$ cat config.mk
export PLATFORM = sky130hd
export DESIGN_NAME = reflet_mem_bridge_flat
export DESIGN_NICKNAME = d
export VERILOG_FILES = /design/src/rtl/reflet_mem_bridge_if.sv /design/src/rtl/reflet_mem_bridge.sv /design/src/flat_wrapper.sv
export SDC_FILE = /design/constraint.sdc
export NUM_CORES = 1
export LEC_CHECK = 0
export ABC_AREA = 1
export ABC_CLOCK_PERIOD_IN_PS = 2800
export CAP_MARGIN = 30
export CORE_MARGIN = 2
export CORE_UTILIZATION = 39
export CTS_CLUSTER_SIZE = 20
export DETAILED_ROUTE_END_ITERATION = 8
export PLACE_DENSITY_LB_ADDON = 0.12
export SLEW_MARGIN = 20
export SYNTH_ARGS = -nofsm -noshare
export SYNTH_HDL_FRONTEND = slang
export SYNTH_SLANG_ARGS = --single-unit
$ cat constraint.sdc
create_clock -name clk -period 2.8 [get_ports clk]
set_input_delay 0.28 -clock clk [delete_from_list [all_inputs] [get_ports clk]]
set_output_delay 0.28 -clock clk [all_outputs]
set_load 0.005 [all_outputs]
$ cat src/rtl/reflet_mem_bridge_if.sv
// Request/acknowledge memory bus between reflet_mem_bridge (master) and external RAM (slave).
interface reflet_mem_bridge_if #(
  parameter int W = 16
) ();
  logic [W-1:0] bus_addr;
  logic [W-1:0] bus_wdata;
  logic         bus_we;
  logic         bus_req;
  logic         bus_ack;
  logic [W-1:0] bus_rdata;
  logic         bus_error;

  modport master (
    output bus_addr, bus_wdata, bus_we, bus_req, bus_error,
    input  bus_ack, bus_rdata
  );

  modport slave (
    input  bus_addr, bus_wdata, bus_we, bus_req, bus_error,
    output bus_ack, bus_rdata
  );
endinterface

$ cat src/rtl/reflet_mem_bridge.sv
// One-word read cache with write-through between the CPU RAM port and a req/ack bus.
// Optional bus timeout enabled with `define REFLET_BRIDGE_TIMEOUT_EN.
module reflet_mem_bridge #(
  parameter int wordsize = 16,
  parameter int TIMEOUT  = 255
) (
  input  logic                clk,
  input  logic                reset,
  input  logic                enable_in,
  input  logic [wordsize-1:0] cpu_addr,
  input  logic [wordsize-1:0] cpu_data_out,
  input  logic                cpu_write_en,
  output logic [wordsize-1:0] cpu_data_in,
  output logic                cpu_enable,
  reflet_mem_bridge_if.master bus
);

  localparam int LB = (wordsize > 8) ? $clog2(wordsize / 8) : 0;

  typedef enum logic [1:0] {
    ST_IDLE  = 2'd0,
    ST_READ  = 2'd1,
    ST_WRITE = 2'd2
  } state_e;

  function automatic logic [wordsize-1:0] align_addr(input logic [wordsize-1:0] a);
    align_addr = (a >> LB) << LB;
  endfunction

  state_e              state_q, state_d;
  logic                valid_q, valid_d;
  logic [wordsize-1:0] tag_q, tag_d;
  logic [wordsize-1:0] data_q, data_d;
  logic                wr_done_q, wr_done_d;
  logic [wordsize-1:0] addr_q, addr_d;
  logic [wordsize-1:0] wdata_q, wdata_d;
  logic                we_q, we_d;
  logic                req_q, req_d;
  logic [wordsize-1:0] aligned_s;
  logic                hit_s;

`ifdef REFLET_BRIDGE_TIMEOUT_EN
  localparam int CW = $clog2(TIMEOUT + 1);
  localparam logic [CW-1:0] LIMIT = CW'(TIMEOUT - 1);
  logic [CW-1:0] cnt_q, cnt_d;
  logic          error_q, error_d;
`endif

  assign aligned_s   = align_addr(cpu_addr);
  assign hit_s       = valid_q && (aligned_s == tag_q);
  assign cpu_data_in = data_q;
  assign cpu_enable  = enable_in && (state_q == ST_IDLE) && hit_s && (!cpu_write_en || wr_done_q);

  assign bus.bus_addr  = addr_q;
  assign bus.bus_wdata = wdata_q;
  assign bus.bus_we    = we_q;
  assign bus.bus_req   = req_q;
`ifdef REFLET_BRIDGE_TIMEOUT_EN
  assign bus.bus_error = error_q;
`else
  assign bus.bus_error = 1'b0;
`endif

  // State and cache registers; reset abandons any transaction in flight.
  always_ff @(posedge clk) begin
    if (!reset) begin
      state_q   <= ST_IDLE;
      valid_q   <= 1'b0;
      tag_q     <= '0;
      data_q    <= '0;
      wr_done_q <= 1'b0;
      addr_q    <= '0;
      wdata_q   <= '0;
      we_q      <= 1'b0;
      req_q     <= 1'b0;
`ifdef REFLET_BRIDGE_TIMEOUT_EN
      cnt_q     <= '0;
      error_q   <= 1'b0;
`endif
    end else begin
      state_q   <= state_d;
      valid_q   <= valid_d;
      tag_q     <= tag_d;
      data_q    <= data_d;
      wr_done_q <= wr_done_d;
      addr_q    <= addr_d;
      wdata_q   <= wdata_d;
      we_q      <= we_d;
      req_q     <= req_d;
`ifdef REFLET_BRIDGE_TIMEOUT_EN
      cnt_q     <= cnt_d;
      error_q   <= error_d;
`endif
    end
  end

  // Next-state logic: bus fields are only loaded in IDLE so they stay stable while req is high.
  always_comb begin
    state_d   = state_q;
    valid_d   = valid_q;
    tag_d     = tag_q;
    data_d    = data_q;
    addr_d    = addr_q;
    wdata_d   = wdata_q;
    we_d      = we_q;
    req_d     = req_q;
`ifdef REFLET_BRIDGE_TIMEOUT_EN
    cnt_d     = cnt_q;
    error_d   = 1'b0;
`endif
    // The CPU retires its write strobe on the first enabled cycle after completion.
    if (cpu_enable) begin
      wr_done_d = 1'b0;
    end else begin
      wr_done_d = wr_done_q;
    end

    case (state_q)
      ST_IDLE: begin
        if (cpu_write_en && !wr_done_q) begin
          addr_d  = aligned_s;
          wdata_d = cpu_data_out;
          we_d    = 1'b1;
          req_d   = 1'b1;
          state_d = ST_WRITE;
`ifdef REFLET_BRIDGE_TIMEOUT_EN
          cnt_d   = '0;
`endif
        end else if (!hit_s) begin
          addr_d  = aligned_s;
          we_d    = 1'b0;
          req_d   = 1'b1;
          state_d = ST_READ;
`ifdef REFLET_BRIDGE_TIMEOUT_EN
          cnt_d   = '0;
`endif
        end else begin
          state_d = ST_IDLE;
        end
      end
      ST_READ: begin
        if (bus.bus_ack) begin
          tag_d   = addr_q;
          data_d  = bus.bus_rdata;
          valid_d = 1'b1;
          req_d   = 1'b0;
          state_d = ST_IDLE;
`ifdef REFLET_BRIDGE_TIMEOUT_EN
        end else if (cnt_q == LIMIT) begin
          // A dead bus reads as zero so the CPU can make progress.
          tag_d   = addr_q;
          data_d  = '0;
          valid_d = 1'b1;
          req_d   = 1'b0;
          error_d = 1'b1;
          state_d = ST_IDLE;
        end else begin
          cnt_d   = cnt_q + 1'b1;
        end
`else
        end else begin
          state_d = ST_READ;
        end
`endif
      end
      ST_WRITE: begin
        if (bus.bus_ack) begin
          req_d     = 1'b0;
          wr_done_d = 1'b1;
          state_d   = ST_IDLE;
          if (tag_q == addr_q) begin
            data_d = wdata_q;
          end else begin
            data_d = data_q;
          end
`ifdef REFLET_BRIDGE_TIMEOUT_EN
        end else if (cnt_q == LIMIT) begin
          req_d     = 1'b0;
          wr_done_d = 1'b1;
          error_d   = 1'b1;
          state_d   = ST_IDLE;
        end else begin
          cnt_d     = cnt_q + 1'b1;
        end
`else
        end else begin
          state_d = ST_WRITE;
        end
`endif
      end
      default: begin
        req_d   = 1'b0;
        state_d = ST_IDLE;
      end
    endcase
  end

endmodule

$ cat src/flat_wrapper.sv
// flat-port wrapper written by rule: the top's interface ports become plain ports
module reflet_mem_bridge_flat 
#(
  parameter int wordsize = 16,
  parameter int TIMEOUT  = 255
)
  (clk, reset, enable_in, cpu_addr, cpu_data_out, cpu_write_en, cpu_data_in, cpu_enable, bus_bus_addr, bus_bus_wdata, bus_bus_we, bus_bus_req, bus_bus_error, bus_bus_ack, bus_bus_rdata);
  reflet_mem_bridge_if #(.W(16)) bus_i ();
  input  logic clk;
  input  logic reset;
  input  logic enable_in;
  input  logic [wordsize-1:0] cpu_addr;
  input  logic [wordsize-1:0] cpu_data_out;
  input  logic cpu_write_en;
  output logic [wordsize-1:0] cpu_data_in;
  output logic cpu_enable;
  output wire logic [$bits(bus_i.bus_addr)-1:0] bus_bus_addr;
  output wire logic [$bits(bus_i.bus_wdata)-1:0] bus_bus_wdata;
  output wire logic [$bits(bus_i.bus_we)-1:0] bus_bus_we;
  output wire logic [$bits(bus_i.bus_req)-1:0] bus_bus_req;
  output wire logic [$bits(bus_i.bus_error)-1:0] bus_bus_error;
  input wire logic [$bits(bus_i.bus_ack)-1:0] bus_bus_ack;
  input wire logic [$bits(bus_i.bus_rdata)-1:0] bus_bus_rdata;
  assign bus_bus_addr = bus_i.bus_addr;
  assign bus_bus_wdata = bus_i.bus_wdata;
  assign bus_bus_we = bus_i.bus_we;
  assign bus_bus_req = bus_i.bus_req;
  assign bus_bus_error = bus_i.bus_error;
  assign bus_i.bus_ack = bus_bus_ack;
  assign bus_i.bus_rdata = bus_bus_rdata;
  reflet_mem_bridge #(.wordsize(wordsize), .TIMEOUT(TIMEOUT)) u_core (.clk(clk), .reset(reset), .enable_in(enable_in), .cpu_addr(cpu_addr), .cpu_data_out(cpu_data_out), .cpu_write_en(cpu_write_en), .cpu_data_in(cpu_data_in), .cpu_enable(cpu_enable), .bus(bus_i));
endmodule
==> out/metrics.yaml, run 1 <==
outcome: "complete, no violations"
start_util: 0.399
setup_viol: 0
yosysUniqueCellTypes: 30
fmax_ghz: 0.398
dieArea_um2: 9660
finalHoldViolCount: 0
worst_setup_path_end_kind: "output pin"
power.density_nw_per_um2: 590
slowest_stage: "clkdlybuf4s50_1"
design_area_um2: 4730
rows: 34
ant_nets: 0
core-area_um2: 8680
port-buffer-count: 101
crit_chain: "clkdlybuf4s50_1 > nor2_1 > or2_2 > nor3b_1 > nand4_1 > nor2_1 > clkdlybuf4s50_1"
io_pins: 105
grt_setup_unrepaired: "no"
ys_ff_latch: 68
critical_path_arrival_ps: 2230
multi_input_area_um2: 1710
layout_min_cycle_time_ps: 2510
grtUsageTotal: 0.196
drv_cap: 0
hpwl_um: 6870
post-route-period-util: 0.898
cts_buffers: 9
first_pass_iters: 4
grt_overflow: 0
die_w_um: 98.3
critical_path_class: "in -> out"
tightestPinTransition_ps: 652
drv_slew: 0
min_path_type: "reg -> reg"
worst-path-buf-inv: 2
crit_required_ps: 2520
htreeDepth: 3
cts.sinks: 68
finalPower_w: 0.00279
wl_per_cell_um: 12.8
fillers: 873
cts_tree: "yes"
die_y_um: 98.3
critPathLaunchType: "primary input"
antennaDiodeCount: 0
vias: 3585
via_per_inst: 4.88
grt_max_degree: 38
vdd_drop_max_uv: 285
seq_area_frac_synth: 0.393
insertion_delay_ps: 350
cts-root-buf: "clkbuf_8"
place_congestion: 0.937
syn2layout_area_growth_pct: 36.4
clock_path_buffers: 2
drt_iter0_drc: 133
fin_ws_ps: 287
nets: 679
grt_pass1_vias: 3334
regArea_um2: 1360
synthCells: 532
syn-cell-area_um2: 3470
final.setup_skew_ps: 9.36
whs_ps: 467
avgSynthCellArea_um2: 6.51
slowest_delay_ps: 530
post_cts_buffers: 0
place_ws_ps: 283
yosys_warnings: 0
wirelength_um: 9380
cp_max_fo: 4
ctsResizeCount: 0
grt_pass1_wl_um: 15400
cts_hold_buf: 0
drive_gt1_frac: 0.0559
slew_headroom: 0.565
tns_ps: 0
placed_cell_area_um2: 4510
crit_family: "buffers and inverters"
p_leak_nw: 2.03
grt_antenna_before_repair: 0
clkTransAtPathRegs_ps: 70
drc: 0
## layout by cell type (no fill, tap or decap), drive strengths merged, types with 3 or more instances in the layout
master and count:
xnor2 3, nand3 28, xor2 3, clkbuf 9, nand3b 6, ha 4
nor2 55, clkdlybuf4s50 100, inv 64, a21oi 66, nand4 6, buf 9
clkinv 3, dfxtp 68, o21ai 48, nand2 142
## worst register-to-register path: cells and delay by family (launching register included)
family | cells | cell delay [ps]
adder cells (fa/ha/maj) | 1 | 440
buffers and inverters | 2 | 400
flip-flops | 1 | 330
AND/OR/NAND/NOR | 5 | 720
## final cells by class
class,instances,share of cell area
Clock inverter,6,0.0191
Tap cell,108,0.0286
Clock buffer,9,0.0262
Multi-Input combinational cell,370,0.362
Inverter,64,0.0508
Sequential cell,68,0.288
Timing Repair Buffer,109,0.226
## cells in the mapped netlist, drive strengths merged
master / number / area (um^2)
nand2: 142 / 543
dfxtp: 68 / 1360
a21oi: 66 / 334
inv: 64 / 240
nor2: 55 / 211
o21ai: 48 / 240
nand3: 28 / 140
buf: 16 / 105
clkbuf: 15 / 56.3
nand3b: 6 / 45.0
nand4: 6 / 37.5
ha: 4 / 50.1
xnor2: 3 / 26.3
xor2: 3 / 26.3
nor3: 2 / 10.0
a211oi: 1 / 7.51
a21boi: 1 / 7.51
conb: 1 / 3.75
nor3b: 1 / 7.51
nor4: 1 / 6.26
or2: 1 / 6.26
## worst paths after layout
kind	startpoint	endpoint	slack, ps	cells after the start
worst max-delay path	cpu_addr[2]	cpu_enable	290	7
worst min-delay path	u_core.bus.bus_req$_SDFFE_PN0P_	u_core.bus.bus_req$_SDFFE_PN0P_	470	2
worst max register to register	u_core.state_q[0]$_SDFF_PN0_	u_core.cpu_data_in[8]$_SDFFE_PN0P_	820	8
worst min register to register	u_core.bus.bus_req$_SDFFE_PN0P_	u_core.bus.bus_req$_SDFFE_PN0P_	470	2
## logic make-up after synthesis
family / synth area share
flops: 0.393
xor+xnor: 0.0152
other cells: 0.00108
buf+inv: 0.116
compound gates: 0.170
fa+ha+maj: 0.0144
simple gates: 0.291
## flip-flops by register name, summed over array words and instances, names as in the netlist
register / count
u_core.bus.bus_addr: 15
u_core.wr_done_q: 1
u_core.bus.bus_we: 1
u_core.bus.bus_wdata: 16
u_core.cpu_data_in: 16
u_core.state_q: 2
u_core.tag_q: 15
u_core.bus.bus_req: 1
u_core.valid_q: 1
## per-stage QoR
stage          cells   util
2_1_floorplan    533      -
3_3_place_gp     719  0.520
3_5_place_dp     719  0.520
4_1_cts          734  0.545
5_1_grt          734  0.545
6_report         734  0.545
## layer usage
layer / track usage / wire length, um
met1: 0.243 / 4230
met2: 0.338 / 4470
met3: 0.0415 / 544
met4: 0.0695 / 144
met5: 0 / 0
## power by group
group,internal (W),switching (W)
Clock,0.000498,0.000390
Combinational,0.000371,0.000379
Sequential,0.00107,0.0000755
Total,0.00194,0.000844
Power figures use the tool's default switching activity.
==> run 2, diff against run 1 <==
--- a/config.mk
+++ b/config.mk
@@ -13,6 +13,7 @@
 export CTS_CLUSTER_SIZE = 20
 export DETAILED_ROUTE_END_ITERATION = 8
 export PLACE_DENSITY_LB_ADDON = 0.12
+export REMOVE_ABC_BUFFERS = 1
 export SLEW_MARGIN = 20
 export SYNTH_ARGS = -nofsm -noshare
 export SYNTH_HDL_FRONTEND = slang
==> run 2 against run 1 <==
Hold slack got worse by 2.2 ps. Worst setup slack better by 82 ps. Core utilization rose by 0.10 points. Die area did not move. Routed wire length shrank 3.8%. Global-route usage shrank 0.86 points. Register-to-register slack better by 150 ps. Clock-buffer cell count up 3. Sequential share of layout area shrank 0.053 points. Fmax is 3.4% higher.
==> out/metrics.yaml, run 2 (same netlist as run 1, synthesis figures left out) <==
final_common_cell: "nand2_1"
drc: 0
wirelength_um: 9030
ctsResizeCount: 0
layout_min_cycle_time_ps: 2430
p_leak_nw: 2.03
drv_slew: 0
port-buffer-count: 101
pwr-share-seq: 0.411
clkTransAtPathRegs_ps: 70
rows: 34
insertion_delay_ps: 350
finalHoldViolCount: 0
slew_headroom: 0.535
worst_setup_path_end_kind: "output pin"
hold_depth: 2
grt_antenna_before_repair: 0
drive_gt1_frac: 0.0527
p_switching_w: 0.000821
rr_startpoint: "u_core.state_q[0]$_SDFF_PN0_"
core-area_um2: 8680
grt_setup_unrepaired: "no"
fin_util: 0.546
critical_path_class: "reg -> out"
dp.cells: 718
wl_per_cell_um: 12.3
grt_max_degree: 38
power.density_nw_per_um2: 590
post_cts_buffers: 0
grtUsageTotal: 0.188
cts.sinks: 68
cts_tree: "yes"
cp_max_fo: 4
r2r_cells: 8
io_pins: 105
drt_iter0_drc: 86
min_to: "u_core.bus.bus_wdata[0]$_SDFFE_PN0P_"
dieArea_um2: 9660
swShare: 0.294
drv_cap: 0
antennaDiodeCount: 0
critPathLaunchType: "flop"
setup_viol: 0
critical_path_arrival_ps: 2150
hpwl_um: 6250
cts_hold_buf: 0
tns_ps: 0
clock_path_buffers: 2
outcome: "complete, no violations"
post-route-period-util: 0.868
die_w_um: 98.3
start_util: 0.399
ant_nets: 0
final.setup_skew_ps: 8.23
layout_common_cells: "139 x nand2_1, 100 x clkdlybuf4s50_1, 68 x dfxtp_1, 65 x a21oi_1, 60 x inv_1"
first_pass_iters: 6
p_int_w: 0.00197
grt_pass1_vias: 3290
combinationalPowerShare: 0.268
hold_start: "u_core.bus.bus_wdata[0]$_SDFFE_PN0P_"
whs_ps: 465
pwr-share-clk: 0.321
reg2reg_slack_ps: 970
syn2layout_area_growth_pct: 36.6
min_path_type: "reg -> reg"
crit_required_ps: 2520
cts-root-buf: "clkbuf_8"
fmax_ghz: 0.411
vias: 3541
fin_cells: 734
tightestPinTransition_ps: 698
cts_buffers: 9
nets: 678
die_y_um: 98.3
fillers: 872
vdd_drop_max_uv: 275
htreeDepth: 3
r2r_end: "u_core.cpu_data_in[14]$_SDFFE_PN0P_"
place_congestion: 0.844
grt_overflow: 0
via_per_inst: 4.82
grt_pass1_wl_um: 14900
==> run 2: critical path: stages, from the launching register on <==
cell	delay, ps
dfxtp_1	330
inv_1	80
ha_1	300
inv_1	70
nor2_1	260
nand4_1	160
nor2_1	110
clkdlybuf4s50_1	500
==> run 2: worst max-delay path by stage <==
stage,start,end,slack (ps),depth (start not counted)
6_report,u_core.state_q[0]$_SDFF_PN0_,cpu_enable,370,7
5_1_grt,u_core.state_q[0]$_SDFF_PN0_,cpu_enable,130,7
4_1_cts,u_core.state_q[0]$_SDFF_PN0_,cpu_enable,320,7
3_5_place_dp,cpu_addr[2],cpu_enable,380,7
3_3_place_gp,cpu_addr[12],cpu_enable,390,8
2_1_floorplan,u_core.state_q[1]$_SDFF_PN0_,u_core.cpu_data_in[0]$_SDFFE_PN0P_,720,6
==> run 2: layout make-up <==
type	count	area [um^2]	area share
multi-input cells	370	1710	0.361
flip-flops and latches	68	1360	0.288
repair buffers	108	1070	0.226
inverters	64	240	0.0507
clock buffers	12	145	0.0307
well taps	108	135	0.0285
clock inverters	4	72.6	0.0153
==> run 2: stage by stage <==
stage	total power, W	area [um^2]	setup WS [ps]
after floorplan	0.00154	3310	721
after global placement	0.00191	4520	388
after detailed placement	0.00192	4520	378
after CTS	0.00283	4730	324
after global routing	0.00297	4730	125
final	0.00279	4730	369
==> run 2: metal layers <==
layer / global-route usage / up-vias / part of all wire
met5: 0 / - / 0
met4: 0.0780 / 0 / 0.018
met3: 0.0394 / 16 / 0.048
met2: 0.319 / 85 / 0.47
met1: 0.231 / 1582 / 0.46
li1: - / 1858 / -
==> run 2: power groups by stage <==
| stage | clock network, W | registers, W | logic, W |
|---|---|---|---|
| after floorplan | 0 | 0.00117 | 0.000376 |
| after global placement | 0 | 0.00116 | 0.000742 |
| after detailed placement | 0 | 0.00117 | 0.000753 |
| after CTS | 0.000929 | 0.00115 | 0.000758 |
| after global routing | 0.000969 | 0.00116 | 0.000841 |
| final | 0.000896 | 0.00115 | 0.000749 |
